<file path="src/rtl/maze_mem_arbiter.sv">
// Round-robin arbiter sharing the single-port maze cell memory between the rat-solver (port 0)
// and the path-replay unit (port 1). Define ARB_STATS_EN to add per-port completion counters.
module maze_mem_arbiter #(
    parameter int ADDR_W   = 8,
    parameter int DATA_W   = 1,
    parameter int LOCK_MAX = 4
) (
    input  logic              clk,
    input  logic              rst,
    input  logic [1:0]        req,
    input  logic [1:0]        we,
    input  logic [1:0]        lock,
    input  logic [ADDR_W-1:0] addr0,
    input  logic [ADDR_W-1:0] addr1,
    input  logic [DATA_W-1:0] wdata0,
    input  logic [DATA_W-1:0] wdata1,
    output logic [1:0]        ack,
    output logic [DATA_W-1:0] rdata,
    output logic [1:0]        gnt,
    output logic              busy,
    output logic              mem_cen,
    output logic              mem_wr,
    output logic              mem_rd,
    output logic [ADDR_W-1:0] mem_addr,
    output logic [DATA_W-1:0] mem_din,
    input  logic [DATA_W-1:0] mem_dout
`ifdef ARB_STATS_EN
    ,
    input  logic              stat_clr,
    output logic [15:0]       gcnt0,
    output logic [15:0]       gcnt1
`endif
);
    localparam int               CNT_W    = $clog2(LOCK_MAX + 1);
    localparam logic [CNT_W-1:0] LOCK_CAP = CNT_W'(LOCK_MAX);

    typedef enum logic [1:0] {ARB, ACCESS, RDATA} state_t;

    state_t            state_q, state_d;
    logic              owner_q, owner_d;
    logic              last_gnt_q, last_gnt_d;
    logic              hold_q, hold_d;
    logic [CNT_W-1:0]  lock_cnt_q, lock_cnt_d;
    logic [1:0]        ack_q, ack_d;
    logic [1:0]        gnt_q, gnt_d;
    logic              busy_q, busy_d;
    logic              mem_cen_q, mem_cen_d;
    logic              mem_wr_q, mem_wr_d;
    logic              mem_rd_q, mem_rd_d;
    logic              rd_valid_q, rd_valid_d;
    logic [ADDR_W-1:0] mem_addr_q, mem_addr_d;
    logic [DATA_W-1:0] mem_din_q, mem_din_d;
    logic              win;
    logic              hold_ok;
    logic              other_req;

    always_comb begin
        // NOTE: every signal written here gets a default first, so no branch can infer a latch.
        state_d    = state_q;
        owner_d    = owner_q;
        last_gnt_d = last_gnt_q;
        hold_d     = hold_q;
        lock_cnt_d = lock_cnt_q;
        gnt_d      = gnt_q;
        busy_d     = busy_q;
        mem_addr_d = mem_addr_q;
        mem_din_d  = mem_din_q;
        ack_d      = 2'b00;
        mem_cen_d  = 1'b0;
        mem_wr_d   = 1'b0;
        mem_rd_d   = 1'b0;
        rd_valid_d = 1'b0;
        win        = 1'b0;
        other_req  = req[!last_gnt_q];
        // The previous owner keeps the memory only while it still asks and the cap is not hit.
        hold_ok    = hold_q && req[last_gnt_q] && (lock_cnt_q < LOCK_CAP);

        unique case (state_q)
            ARB: begin
                if (!req[last_gnt_q]) hold_d = 1'b0;
                if (req != 2'b00) begin
                    if (hold_ok) begin
                        win        = last_gnt_q;
                        lock_cnt_d = other_req ? lock_cnt_q + 1'b1 : '0;
                    end else begin
                        win        = (req == 2'b11) ? !last_gnt_q : req[1];
                        lock_cnt_d = '0;
                    end
                    owner_d    = win;
                    mem_addr_d = win ? addr1 : addr0;
                    mem_din_d  = win ? wdata1 : wdata0;
                    mem_cen_d  = 1'b1;
                    mem_wr_d   = we[win];
                    mem_rd_d   = !we[win];
                    ack_d      = we[win] ? {win, !win} : 2'b00;
                    gnt_d      = {win, !win};
                    busy_d     = 1'b1;
                    state_d    = ACCESS;
                end
            end
            ACCESS: begin
                if (mem_wr_q) begin
                    last_gnt_d = owner_q;
                    hold_d     = lock[owner_q];
                    gnt_d      = 2'b00;
                    busy_d     = 1'b0;
                    state_d    = ARB;
                end else begin
                    ack_d      = {owner_q, !owner_q};
                    rd_valid_d = 1'b1;
                    state_d    = RDATA;
                end
            end
            RDATA: begin
                last_gnt_d = owner_q;
                hold_d     = lock[owner_q];
                gnt_d      = 2'b00;
                busy_d     = 1'b0;
                state_d    = ARB;
            end
            default: state_d = ARB;
        endcase
    end

    // NOTE: sequential state uses non-blocking assignments so every flop samples pre-edge values.
    always_ff @(posedge clk or negedge rst) begin
        if (!rst) begin
            state_q    <= ARB;
            owner_q    <= 1'b0;
            last_gnt_q <= 1'b1;
            hold_q     <= 1'b0;
            lock_cnt_q <= '0;
            ack_q      <= 2'b00;
            gnt_q      <= 2'b00;
            busy_q     <= 1'b0;
            mem_cen_q  <= 1'b0;
            mem_wr_q   <= 1'b0;
            mem_rd_q   <= 1'b0;
            rd_valid_q <= 1'b0;
            mem_addr_q <= '0;
            mem_din_q  <= '0;
        end else begin
            state_q    <= state_d;
            owner_q    <= owner_d;
            last_gnt_q <= last_gnt_d;
            hold_q     <= hold_d;
            lock_cnt_q <= lock_cnt_d;
            ack_q      <= ack_d;
            gnt_q      <= gnt_d;
            busy_q     <= busy_d;
            mem_cen_q  <= mem_cen_d;
            mem_wr_q   <= mem_wr_d;
            mem_rd_q   <= mem_rd_d;
            rd_valid_q <= rd_valid_d;
            mem_addr_q <= mem_addr_d;
            mem_din_q  <= mem_din_d;
        end
    end

    assign ack      = ack_q;
    assign gnt      = gnt_q;
    assign busy     = busy_q;
    assign mem_cen  = mem_cen_q;
    assign mem_wr   = mem_wr_q;
    assign mem_rd   = mem_rd_q;
    assign mem_addr = mem_addr_q;
    assign mem_din  = mem_din_q;
    // Memory read data arrives during RDATA; it is forwarded only while the read ack is up.
    assign rdata    = rd_valid_q ? mem_dout : '0;

`ifdef ARB_STATS_EN
    logic [15:0] gcnt0_q, gcnt0_d;
    logic [15:0] gcnt1_q, gcnt1_d;

    always_comb begin
        gcnt0_d = gcnt0_q;
        gcnt1_d = gcnt1_q;
        if (stat_clr) begin
            gcnt0_d = '0;
            gcnt1_d = '0;
        end else begin
            if (ack_q[0] && (gcnt0_q != 16'hFFFF)) gcnt0_d = gcnt0_q + 16'd1;
            if (ack_q[1] && (gcnt1_q != 16'hFFFF)) gcnt1_d = gcnt1_q + 16'd1;
        end
    end

    always_ff @(posedge clk or negedge rst) begin
        if (!rst) begin
            gcnt0_q <= '0;
            gcnt1_q <= '0;
        end else begin
            gcnt0_q <= gcnt0_d;
            gcnt1_q <= gcnt1_d;
        end
    end

    assign gcnt0 = gcnt0_q;
    assign gcnt1 = gcnt1_q;
`endif

endmodule

</file>
<file path="config.mk">
export PLATFORM = sky130hd
export DESIGN_NAME = maze_mem_arbiter
export DESIGN_NICKNAME = d
export VERILOG_FILES = /design/src/rtl/maze_mem_arbiter.sv
export SDC_FILE = /design/constraint.sdc
export NUM_CORES = 1
export LEC_CHECK = 0
export BUFFER_PORTS_ARGS = -buffer_cell sky130_fd_sc_hd__buf_4
export CAP_MARGIN = 20
export CORE_MARGIN = 5
export CORE_UTILIZATION = 43
export DETAILED_ROUTE_END_ITERATION = 8
export GPL_ROUTABILITY_DRIVEN = 0
export PLACE_DENSITY_LB_ADDON = 0.1
export SLEW_MARGIN = 20
export SYNTH_ARGS = -nofsm -noshare
export SYNTH_HDL_FRONTEND = slang
export SYNTH_SLANG_ARGS = --single-unit
</file>
<file path="constraint.sdc">
create_clock -name clk -period 1.3 [get_ports clk]
set_input_delay 0.065 -clock clk [delete_from_list [all_inputs] [get_ports clk]]
set_output_delay 0.065 -clock clk [all_outputs]
set_load 0.05 [all_outputs]
</file>
# Word level (Yosys, flattened, before mapping)
# Cells that the tools add are included.
[totals] register_bits=26 inputBits=27 output_inout_bits=18 word_cells=83
[op_classes] reduce_logical=14 addsub=1 muxes=43 n_eq_ne=6 magnitude_cmp=5
[ops] op="2-to-1 mux 1 bit" count=27
[ops] op="2-to-1 mux 2 bit" count=7
[ops] op="< comparator 1 x 2 -> 1 bit, second input constant" count=4
[ops] op="2-to-1 mux 8 bit" count=1
[ops] op="case mux 2 bit (2 select lines)" count=2
[ops] op="2-to-1 mux 3 bit" count=2
[ops] op="!= test 2 bit, second input constant" count=3
[ops] op="case mux 1 bit (3 select lines)" count=2
[ops] op="case mux 2 bit (3 select lines)" count=1
[ops] op="AND reduction 3 bit" count=2
[ops] op="== test 2 bit, second input constant" count=2
[ops] op="zero test 1 bit" count=4
[ops] op="AND reduction 2 bit" count=2
[ops] op="nonzero test 2 bit" count=2
[ops] op="adder 3 x 1 -> 3 bit, second input constant" count=1
[ops] op="< comparator 3 bit, second input constant" count=1
[ops] op="nonzero test 3 bit" count=1
[ops] op="== test 2 x 1 -> 1 bit, second input constant" count=1
[ops] op="logical AND 1 bit" count=2
[ops] op="zero test 2 bit" count=1
[ops] op="case mux 1 bit (2 select lines)" count=1

# Depth between registers and ports, before layout
[logic_depth] ltp_word=12 ltp_mapped=7 mapped_depth_nobuf=7

# Worst setup path after synthesis
# OpenSTA, ideal clock, no wires.
[synth_path] path_type="register to register" startpoint="register mem_wr_q, in the netlist mem_wr" endpoint="register gnt_q[0], in the netlist gnt[0]" stages_incl_launch_ff=5 t_arrival_ns=1.434 n_path_buf=0 path_slack_ns=-0.255 setup_ns=0.121 required_time_ns=1.179 synth_period_minus_slack_ns=1.555 path_cell_list="dfrtp_1 > nand2b_1 > inv_1 > a211o_1 > a22o_1"
[synth_via] elab_chain_cells=2
[synth_rtl] item="from (decl)" line="48" text="logic mem_wr_q, mem_wr_d;"
[synth_rtl] item="from (signal assigned)" line="152" text="mem_wr_q <= mem_wr_d;"
[synth_rtl] item="!= test 2 bit (no source line)"
[synth_rtl] item="AND reduction 3 bit (no source line)"
[synth_rtl] item="to (signal assigned)" line="149" text="gnt_q <= gnt_d;"
[synth_rtl] item="to (decl)" line="45" text="logic [1:0] gnt_q, gnt_d;"
# Every way passes these cells.
# A chain may end at the register's enable or synchronous reset.

# Final worst setup path
[layout_path] startpoint="register last_gnt_q" endpoint="register mem_rd_q, in the netlist mem_rd"
[layout_via] elab_chain_cells=12 word_cells_on_any_way=14 cone_classes="10 x mux; 4 x reduce/logical"
[layout_rtl] item="from (decl)" line="41" text="logic last_gnt_q, last_gnt_d;"
[layout_rtl] item="from (signal assigned)" line="145" text="last_gnt_q <= last_gnt_d;"
[layout_rtl] item="2-to-1 mux 1 bit (not written as such) (2 in a row)" line="76" text="hold_ok = hold_q && req[last_gnt_q] && (lock_cnt_q < LOCK_CAP);"
[layout_rtl] item="logical AND 1 bit (2 in a row)" line="76"
[layout_rtl] item="2-to-1 mux 1 bit (*)" line="82" text="if (hold_ok) begin"
[layout_rtl] item="2-to-1 mux 1 bit (*)" line="81" text="if (req != 2'b00) begin"
[layout_rtl] item="2-to-1 mux 1 bit (*)" line="78" text="unique case (state_q)"
[layout_rtl] item="2-to-1 mux 1 bit (not written as such) (*) (2 in a row)" line="94" text="mem_rd_d = !we[win];"
[layout_rtl] item="zero test 1 bit (*)" line="94"
[layout_rtl] item="2-to-1 mux 1 bit (*)" line="81"
[layout_rtl] item="2-to-1 mux 1 bit (*)" line="78"
[layout_rtl] item="net mem_rd_d" line="49" text="logic mem_rd_q, mem_rd_d;"
[layout_rtl] item="to (signal assigned)" line="153" text="mem_rd_q <= mem_rd_d;"
[layout_rtl] item="to (decl)" line="49"
# Mark *: on every way through the listed nets, which the timed path passes. The rest lies on a longest branch. The select of a mux whose other input is x is not followed.

==> results.yml <==
logic_synthesis:
  synth_cell_types: 27
  syn_nets: 141
  syn_inst: 110
  synthSimpleGateAreaFrac: 0.124
  synth_common_cells: "dfrtp_1, nor2_1, mux2i_1, a21oi_1, nand2_1"
  synth.most_common_cell: "dfrtp_1"
  yosysTopAreaCell: "dfrtp_1"
  synthTopCellsByArea: "dfrtp_1, mux2i_1, nor2_1"
  yosys.area_share.xor_xnor: 0
  syn_avg_cell_area_sq_um: 10.9
  synth_edf_count: 0
  yosysSeqAreaShare: 0.544
  synth.top_cell.area_share: 0.522
  synthArstFlopShare: 1.00
  synth_fa_ha_area_frac: 0.0418
  ys_ff_latch: 26
  synth_area_sq_um: 1200
  synth_compound_area_frac: 0.143
  yosysWarnings: 0
  synth_ff_type: "dfrtp_1"
  synth_top_family_by_area: "compound AO/OA/AOI/OAI gates"
  synth.area.mux_share: 0.110
worst_setup_path:
  crit_path_end_kind: "flop"
  critPathArrivalTime_ns: 1.75
  ff2ff_setup_slack_ns: -0.16
  cpPeakStageDelay_ns: 0.60
  crit_type: "reg2reg"
  slowest_stage: "dfstp_2"
  required_ns: 1.59
  path_buf_inv: 1
  critPathMaxFanout: 8
  path_cells: "nand2_2, o211ai_4, buf_12, mux2i_4, and2_1"
  path_delay_family: "flip-flops"
  timing.rr.end: "mem_rd"
  start_kind: "flop"
  r2r-start: "last_gnt_q"
  reg2regPathDepth: 5
routing:
  num_vias: 1064
  drc_errors: 0
  drt-total-wl_um: 3190
  post_drt_via_cell_ratio: 5.12
  drt_first_pass_iters: 4
  wl_per_cell_um: 15.3
  first_iter_violations: 32
  antenna_left: 0
die:
  dieWidth_um: 62.8
  initial_core_util: 0.442
  core-area_sq_um: 2710
  fp-row-count: 19
  die_height_um: 62.8
  io_pins: 45
  dieArea_sq_um: 3940
min_path:
  hold_start: "addr1[4]"
  min_to: "mem_addr[4]"
  hold_depth: 3
  hold_path.class: "in2reg"
placed_design:
  portBuffers: 44
  dpl_worst_slack_ns: -0.118
  dp_cells: 195
  placed_area_sq_um: 1680
  hpwlAfterDp_um: 2080
power_and_ir_drop:
  p_leak_uw: 0.000954
  powerDensity_nw_per_um2: 2770
  max-vdd-ir-drop_uv: 1900
  power_uw: 5380
global_routing:
  grt_pass1_wl_um: 5000
  gr-total-overflow: 0
  antenna_found_initial: 0
  grt_max_degree: 27
  grt_usage: 0.158
  grt_pass1_vias: 1125
flow_run:
  drv_cap: 0
timing:
  hold_viol_final: 1
  worst_slack_ns: -0.163
  grt_setup_unrepaired: "yes"
  skew_ns: 0.0101
  holdWs_ns: -0.00110
  setup_viol: 16
  slew-limit-headroom: 0.778
  fin_crit_ns: 1.46
  maxSlewViolCount: 0
  post-route-period-util: 1.13
  clock.fmax_ghz: 0.683
  worst-slew-pin-transition_ns: 0.333
  setup-tns-final_ns: -1.64
finish:
  fin_cells: 208
  fin_nets: 209
  fill_cells: 206
  drive_gt1_frac: 0.503
  fin_area_sq_um: 1950
  area_growth_pct: 62.3
  n_antenna_cell: 0
outcome:
  violations: "hold timing, setup timing"
  status: "finished, violations left"
clock_tree:
  path_clk_slew_ns: 0.15
  cts-htree-levels: 1
  cts_buffers: 3
  clock_sinks: 26
  clock-root-buffer: "clkbuf_4"
  clk_latency_ns: 0.33
  clockBufferDepth: 2
  cts_tree: "built"
[final cells by class]
cell class	instances	area (sq um)	share of cell area
Clock inverter	1	30.0	0.0154
Clock buffer	3	22.5	0.0116
Inverter	6	22.5	0.0116
Tap cell	31	38.8	0.0199
Sequential cell	26	654	0.336
Timing Repair Buffer	66	546	0.280
Multi-Input combinational cell	75	632	0.325
[worst register-to-register path, delay by kind of cell, from the launching register on]
| family | cells | cell delay [ns] |
|---|---|---|
| flip-flops | 1 | 0.60 |
| multiplexers | 1 | 0.23 |
| buffers and inverters | 1 | 0.17 |
| AO/OA/AOI/OAI | 1 | 0.21 |
| AND/OR/NAND/NOR | 2 | 0.21 |
[worst max path at each step]
stage / startpoint / end / slack, ns / cells past startpoint
floorplan: last_gnt_q / mem_addr[0] / -0.13 / 5
global placement: last_gnt_q / mem_rd / -0.07 / 5
detailed placement: state_q[1] / gnt[0] / -0.12 / 6
CTS: last_gnt_q / mem_rd / -0.11 / 5
global route: lock_cnt_q[2] / mem_addr[0] / -0.21 / 5
finish: last_gnt_q / mem_rd / -0.16 / 5
[cells by family (layout without fill, tap and decap cells)]
group                      Yosys count  count (layout)
and+or+nand+nor                     33              33
DFF                                 26              26
AOI/OAI and AO/OA                   25              25
muxes                               13              13
buffers and inverters                9              76
adders and majority gates            4               4
[placed cells by master, fill, tap and decap left out, types with 2 or more instances in the layout]
master	instances
buf_4	56
dfrtp_1	23
nor2_1	14
mux2i_1	10
a21oi_1	10
nand2_1	8
o21ai_1	5
inv_2	4
dlygate4sd3_1	4
buf_6	4
ha_4	3
clkbuf_4	3
and2_1	2
nand3_1	2
mux2i_4	2
inv_1	2
a32o_1	2
dfrtp_2	2
buf_12	2
[sequential cells by signal (all words and copies together), names as in the netlist]
| signal | cells |
|---|---|
| state_q | 2 |
| gnt | 2 |
| hold_q | 1 |
| mem_wr | 1 |
| mem_addr | 8 |
| busy | 1 |
| mem_rd | 1 |
| last_gnt_q | 1 |
| rd_valid_q | 1 |
| mem_din | 1 |
| owner_q | 1 |
| ack | 2 |
| mem_cen | 1 |
| lock_cnt_q | 3 |
[metal layers]
layer	up-vias	routed length, um	global-route usage
li1	512	-	-
met4	0	87	0.0769
met5	-	0	0
met3	9	154	0.0306
met2	38	1610	0.268
met1	505	1340	0.189
[power by group]
| part | switching (uW) | internal, uW |
|---|---|---|
| logic | 1930 | 1480 |
| registers | 229 | 1170 |
| clock network | 260 | 312 |
| total | 2420 | 2960 |
[through the flow]
step / util / hold WS (ns)
after floorplan: - / -0.231
after global placement: 0.621 / -0.00939
after detailed placement: 0.621 / -0.00531
after CTS: 0.683 / 0.00407
after global routing: 0.718 / 0.00500
final: 0.718 / -0.00110
[timing repair]
| action | in CTS | in global routing |
|---|---|---|
| hold buffers | 3 | 1 |
| pin swaps | 8 | 8 |
| setup endpoints to repair | 18 | 20 |
| endpoints found under the hold margin | 28 | 1 |
| buffers inserted | 3 | 2 |
| resized for setup | 14 | 12 |
Power figures use the tool's default switching activity.
